$ cat config.mk
export PLATFORM = sky130hd
export DESIGN_NAME = fp_add_sub_issue
export DESIGN_NICKNAME = d
export VERILOG_FILES = /design/src/rtl/fp_add_sub_issue.sv
export SDC_FILE = /design/constraint.sdc
export NUM_CORES = 1
export LEC_CHECK = 0
export ABC_AREA = 1
export ABC_CLOCK_PERIOD_IN_PS = 4600
export BUFFER_PORTS_ARGS = -buffer_cell sky130_fd_sc_hd__buf_2
export CAP_MARGIN = 40
export CORE_ASPECT_RATIO = 0.6
export CORE_MARGIN = 5
export CORE_UTILIZATION = 45
export CTS_CLUSTER_DIAMETER = 200
export CTS_CLUSTER_SIZE = 28
export DETAILED_ROUTE_END_ITERATION = 10
export PLACE_DENSITY = 0.72
export SLEW_MARGIN = 0
export SYNTH_ARGS = -nofsm -noshare
export SYNTH_HDL_FRONTEND = slang
export SYNTH_SLANG_ARGS = --single-unit
$ cat constraint.sdc
create_clock -name clk -period 4.6 [get_ports clk]
set_input_delay 0.46 -clock clk [delete_from_list [all_inputs] [get_ports clk]]
set_output_delay 0.46 -clock clk [all_outputs]
set_load 0.02 [all_outputs]
$ cat src/rtl/fp_add_sub_issue.sv
// Operand FIFO feeding an external combinational FP add/sub core, plus a
// registered result slot carrying IEEE-754 classification flags.
module fp_add_sub_issue #(
  parameter int WIDTH     = 32,
  parameter int EXP_BITS  = 8,
  parameter int MANT_BITS = 23,
  parameter int DEPTH     = 4
) (
  input  logic                     clk,
  input  logic                     rst,
  input  logic                     in_valid,
  output logic                     in_ready,
  input  logic [WIDTH-1:0]         in_a,
  input  logic [WIDTH-1:0]         in_b,
  input  logic                     in_op,
  output logic [WIDTH-1:0]         add_a,
  output logic [WIDTH-1:0]         add_b,
  output logic                     add_op,
  input  logic [WIDTH-1:0]         add_result,
  output logic                     out_valid,
  input  logic                     out_ready,
  output logic [WIDTH-1:0]         out_result,
  output logic [3:0]               out_flags,
  output logic [$clog2(DEPTH):0]   count
);

  localparam int PW = $clog2(DEPTH);
  localparam int CW = PW + 1;
  localparam logic [CW-1:0] DEPTH_C = CW'(DEPTH);

  typedef struct packed {
    logic [WIDTH-1:0] a;
    logic [WIDTH-1:0] b;
    logic             op;
  } entry_t;

  entry_t           mem_q [DEPTH];
  logic [PW-1:0]    wr_ptr_q, wr_ptr_d;
  logic [PW-1:0]    rd_ptr_q, rd_ptr_d;
  logic [CW-1:0]    count_q, count_d;
  logic             out_valid_q, out_valid_d;
  logic [WIDTH-1:0] out_result_q, out_result_d;
  logic [3:0]       out_flags_q, out_flags_d;

  logic   push, pop, slot_free, not_empty;
  entry_t head;

  logic [EXP_BITS-1:0]  res_e;
  logic [MANT_BITS-1:0] res_m;

  assign not_empty = (count_q != '0);
  assign in_ready  = (count_q < DEPTH_C) && !rst;
  assign slot_free = !out_valid_q || out_ready;
  assign push      = in_valid && in_ready;
  // Pop uses pre-edge occupancy, so a fresh push into an empty FIFO waits a cycle.
  assign pop       = not_empty && slot_free;

  assign head   = not_empty ? mem_q[rd_ptr_q] : '0;
  assign add_a  = head.a;
  assign add_b  = head.b;
  assign add_op = head.op;

  assign res_e = add_result[WIDTH-2 -: EXP_BITS];
  assign res_m = add_result[MANT_BITS-1:0];

  always_ff @(posedge clk) begin
    if (push) mem_q[wr_ptr_q] <= '{a: in_a, b: in_b, op: in_op};
  end

  always_comb begin
    wr_ptr_d     = wr_ptr_q;
    rd_ptr_d     = rd_ptr_q;
    count_d      = count_q;
    out_valid_d  = out_valid_q;
    out_result_d = out_result_q;
    out_flags_d  = out_flags_q;

    if (push) wr_ptr_d = wr_ptr_q + PW'(1);
    if (pop)  rd_ptr_d = rd_ptr_q + PW'(1);

    case ({push, pop})
      2'b10:   count_d = count_q + CW'(1);
      2'b01:   count_d = count_q - CW'(1);
      default: count_d = count_q;
    endcase

    if (pop) begin
      out_valid_d  = 1'b1;
      out_result_d = add_result;
      // {nan, inf, zero, sign}; denormals only ever report sign.
      out_flags_d  = {(&res_e) && (|res_m),
                      (&res_e) && !(|res_m),
                      !(|res_e) && !(|res_m),
                      add_result[WIDTH-1]};
    end else if (out_valid_q && out_ready) begin
      out_valid_d  = 1'b0;
    end
  end

  always_ff @(posedge clk or posedge rst) begin
    if (rst) begin
      wr_ptr_q     <= '0;
      rd_ptr_q     <= '0;
      count_q      <= '0;
      out_valid_q  <= 1'b0;
      out_result_q <= '0;
      out_flags_q  <= '0;
    end else begin
      wr_ptr_q     <= wr_ptr_d;
      rd_ptr_q     <= rd_ptr_d;
      count_q      <= count_d;
      out_valid_q  <= out_valid_d;
      out_result_q <= out_result_d;
      out_flags_q  <= out_flags_d;
    end
  end

  assign out_valid  = out_valid_q;
  assign out_result = out_result_q;
  assign out_flags  = out_flags_q;
  assign count      = count_q;

endmodule
Word-level counts from Yosys, hierarchy flattened
Memories as Yosys holds them, arrays and structs flattened.
Cells that the tools add are included.

word-level totals
  RAM bits = 260
  flip-flop bits (word level) = 44
  logic and storage cells = 38
  memories kept = 1
  output and inout port bits = 106

operators by class
  reduce and logical (&&, ||, !) cells = 18
  magnitude comparators = 1
  equal/unequal tests = 2
  $add $sub $neg = 4
  mux-type cells = 6

memories
  name   depth  bits a word  rd ports  clocked after memory_dff  write ports  RTL line  text
  mem_q  4      65           1         0                         1            37        entry_t mem_q [DEPTH];

operators with widths
  cell                   number
  $mux W65               1
  $reduce_or A23 Y1      1
  $reduce_and A8 Y1      1
  $reduce_or A8 Y1       1
  $logic_and A1 B1 Y1    7
  $pmux W3 S2            1
  $add A2 B1 Y2 const B  2
  $logic_not A1 Y1       4
  $mux W1                4
  $reduce_bool A2 Y1     2
  $add A3 B1 Y3 const B  1
  $lt A3 B3 Y1 const B   1
  $reduce_bool A3 Y1     1
  $sub A3 B1 Y3 const B  1
  $eq A2 B1 Y1 const B   1
  $eq A2 B2 Y1 const B   1
  $logic_or A1 B1 Y1     1

Logic depth before layout (Yosys ltp)
  depth after elaboration = 5
  mapped depth = 11

Least setup slack after synthesis
OpenSTA, ideal clock, no wires.

  path type = flip-flop to flip-flop
  start = register count_q[2], in the netlist count[2]
  end = memory mem_q[0][0] in the netlist's numbering (enable)
  clock period less this slack = 4.319 ns
  path buffers = 0
  arrival = 3.831 ns
  cell stages (with the launch flop) = 4
  setup slack = 0.281 ns
  cells stage by stage = dfrtp_1 -> nor2_1 -> nand2_1 -> nor2_1

on the way
  cells in the longest elaborated chain, start to end = 5

ends and longest elaborated chain
  what                           RTL line  text
  start, declared                40        logic [CW-1:0] count_q, count_d;
  start signal, assigned         111       count_q <= count_d;
  $lt A3 B3 Y1                   52        assign in_ready = (count_q < DEPTH_C) && !rst;
  $logic_and A1 B1 Y1            52
  via in_ready                   12        output logic in_ready,
  $logic_and A1 B1 Y1            54        assign push = in_valid && in_ready;
  $mux W1                        67        if (push) mem_q[wr_ptr_q] <= '{a: in_a, b: in_b, op: in_op};
  $mux W1 (implied by the code)  67
  end, declared                  37

The timed path passes the listed nets, and every way through them passes these cells.

Worst setup path in the final report
  start = register rd_ptr_q[0]
  end = output add_b[18]

on the way
  cells in the longest elaborated chain, start to end = 2

ends and longest elaborated chain
  what                    RTL line  text
  start, declared         39        logic [PW-1:0] rd_ptr_q, rd_ptr_d;
  start signal, assigned  110       rd_ptr_q <= rd_ptr_d;
  $mem_v2 Z4 W65          n/a
  $mux W65                58        assign head = not_empty ? mem_q[rd_ptr_q] : '0;
  end, declared           17        output logic [WIDTH-1:0] add_b,

Every way passes these cells.

==> flow_summary.ini <==
[grt]
grtUsageMet2 = 0.274
track_usage = 0.172
use_met3 = 0.0289
grt_max_degree = 80
use_met1 = 0.261
busiest_layer = met2
grt_overflow = 0
first_global_vias = 7565
antenna_found_initial = 1
grt_pass1_wl_um = 42200

[pwr]
powerDensity_nw_per_um2 = 632
vdd_drop_max_mv = 0.315
p_leak_nw = 5.23

[placed_design]
placed_area_um2 = 13400
place_ws_ps = 1720
numPortBuffers = 206
place_hpwl_um = 17000
routabilityCongestion = 0.822

[flow_run]
max_cap_violations = 0

[worst_setup_path]
cp.required_ps = 4140
cp_slowest_cell = dfrtp_4
crit_type = register to primary output
cp_top_family = buffers and inverters
path_buf_inv = 2
slowest_delay_ps = 830
end_kind = primary output
cp_max_fo = 78
crit_chain = buf_4 -> nor2_1 -> nor2_1 -> o21ai_0 -> a21oi_1 -> buf_2
path_common_cell = nor2_1
critPathArrivalTime_ps = 2950
worst_setup_path_start_kind = register

[cells_and_area]
nFillCells = 2302
areaGrowthSynthToFinish_pct = 14.7
diodes = 0
nets = 1289
stdcell_area_um2 = 13800
post-route-util = 0.523
drive_above_1_share = 0.213

[timing]
fin_crit_sh = 0.741
timing.fmax_mhz = 293
slew_headroom = 0.427
clock_skew_ps = 14.9
setup_viol = 0
rsz0062_at_grt = false
fin_crit_ps = 3410
timing.final.ws_setup_ps = 1190
timing.final.hold_violations = 0
tns_ps = 0
maxSlewViolCount = 0
worst_pin_slew_ps = 859

[detailed_routing]
wl_per_cell_um = 17.2
viasPerCell = 5.01
dr.first_iter.drc_count = 738
drc = 0
ant_nets = 0
drt-total-wl_um = 26700
vias = 7772
dr.pass1.iters = 5

[clock_network]
ctsLongestPathBuffers = 3
clk_latency_ps = 500
hold_buffers = 0
h-tree-depth = 1
cts_setup_buffers = 0
cts_tree = yes
post_cts_resized = 0
root_buffer = clkbuf_16
clk_pin_slew_ps = 110
cts_buffers = 14
cts.sinks = 303

[floorplan]
start_util = 0.456
die-area_um2 = 30200
ios = 207
fp.dieW_um = 221
core_area_um2 = 26400
die_y_um = 137
row_count = 46

[outcome]
status = completed

[yosys]
synth_seq_cells = 303
synth.cell_area_um2 = 12000
ys_types = 27
syn_nets = 1107
avgSynthCellArea_um2 = 12.0
yosysWarnings = 0
postSynthCellCount = 1000
seq_area_frac_synth = 0.740

[hold_path]
holdCritPathClass = primary input to asynchronous set/reset pin
-- registers in the layout (all words and copies together) (netlist names) --
signal      count
out_valid       1
mem_q         260
count           3
rd_ptr_q        2
wr_ptr_q        2
out_flags       4
out_result     31
-- tightest hold or removal path, delay by kind of cell --
kind / cells / cell delay [ps]
buffers and inverters: 3 / 610
-- cells by family (layout without fill, tap and decap cells) --
| logic type | Yosys count | after routing | synth area share |
|---|---|---|---|
| AO/OA/AOI/OAI | 205 | 205 | 0.0857 |
| XOR/XNOR | 4 | 4 | 0.00292 |
| adder cells (fa/ha/maj) | 6 | 6 | 0.00688 |
| buffers and inverters | 80 | 270 | 0.0375 |
| flip-flops | 303 | 303 | 0.740 |
| AND/OR/NAND/NOR | 402 | 402 | 0.127 |
-- report_power, final --
part	leakage [nW]	internal (mW)	switching (mW)
Sequential	2.87	3.32	0.202
Clock	0.194	0.617	0.795
Combinational	2.17	1.17	2.60
Total	5.23	5.11	3.60
-- final timing paths --
kind / cells past startpoint / slack [ps] / start / to
max: 6 / 1190 / rd_ptr_q[0]$_DFFE_PP0P_ / add_b[18]
min: 3 / 110 / rst / count[1]$_DFFE_PP0P_
max reg2reg: 4 / 2260 / count[2]$_DFFE_PP0P_ / mem_q[0][46]$_DFFE_PP_
min reg2reg: 2 / 490 / out_flags[1]$_DFFE_PP0P_ / out_flags[1]$_DFFE_PP0P_
max in group asynchronous: 3 / 4060 / rst / rd_ptr_q[0]$_DFFE_PP0P_
min in group clk: 3 / 170 / add_result[13] / out_result[13]$_DFFE_PP0P_
-- Yosys cell counts, drive strengths merged --
library cell / instances / area, um2
clkbuf: 16 / 71.3
nor2: 288 / 1080
dfrtp: 43 / 1080
ha: 5 / 62.6
edfxtp: 260 / 7810
nand3b: 1 / 7.51
fa: 1 / 20.0
xor2: 3 / 26.3
o21ai: 137 / 686
buf: 42 / 294
nand2: 107 / 404
inv: 22 / 85.1
o21a: 1 / 7.51
nand3: 3 / 20.0
xnor2: 1 / 8.76
a21oi: 67 / 335
nor3: 3 / 15.0
-- placed cells by master (no fill, tap or decap), drive strengths merged, types with 3 or more instances in the layout --
master and count:
nand2 107, nand3 3, xor2 3, inv 22
edfxtp 260, nor2 288, buf 224, o21ai 137
clkbuf 23, ha 5, a21oi 67, dfrtp 43
nor3 3
-- through the flow --
stage	power (mW)	hold WS (ps)	cells
after floorplan	6.19	557	1000
after global placement	7.28	457	1523
after detailed placement	7.39	461	1526
after CTS	8.80	116	1550
after global routing	9.28	139	1550
final	8.70	106	1550
-- cell type report --
class | instances | area, um2 | share of cell area
tap | 360 | 450 | 0.0327
clock inverter | 1 | 7.51 | 0.000545
inverter | 22 | 85.1 | 0.00618
multi-input combinational | 617 | 2700 | 0.196
timing repair buffer | 224 | 1240 | 0.0897
sequential | 303 | 8890 | 0.645
clock buffer | 23 | 405 | 0.0294
-- routing by layer --
metal | wire length, um | vias up | part of all wire
li1 | - | 3786 | -
met1 | 12500 | 3736 | 0.47
met2 | 12200 | 223 | 0.46
met3 | 1640 | 25 | 0.061
met4 | 333 | 2 | 0.012
met5 | 7 | - | 0.00026
No activity file was read; power rests on OpenSTA's default activity.
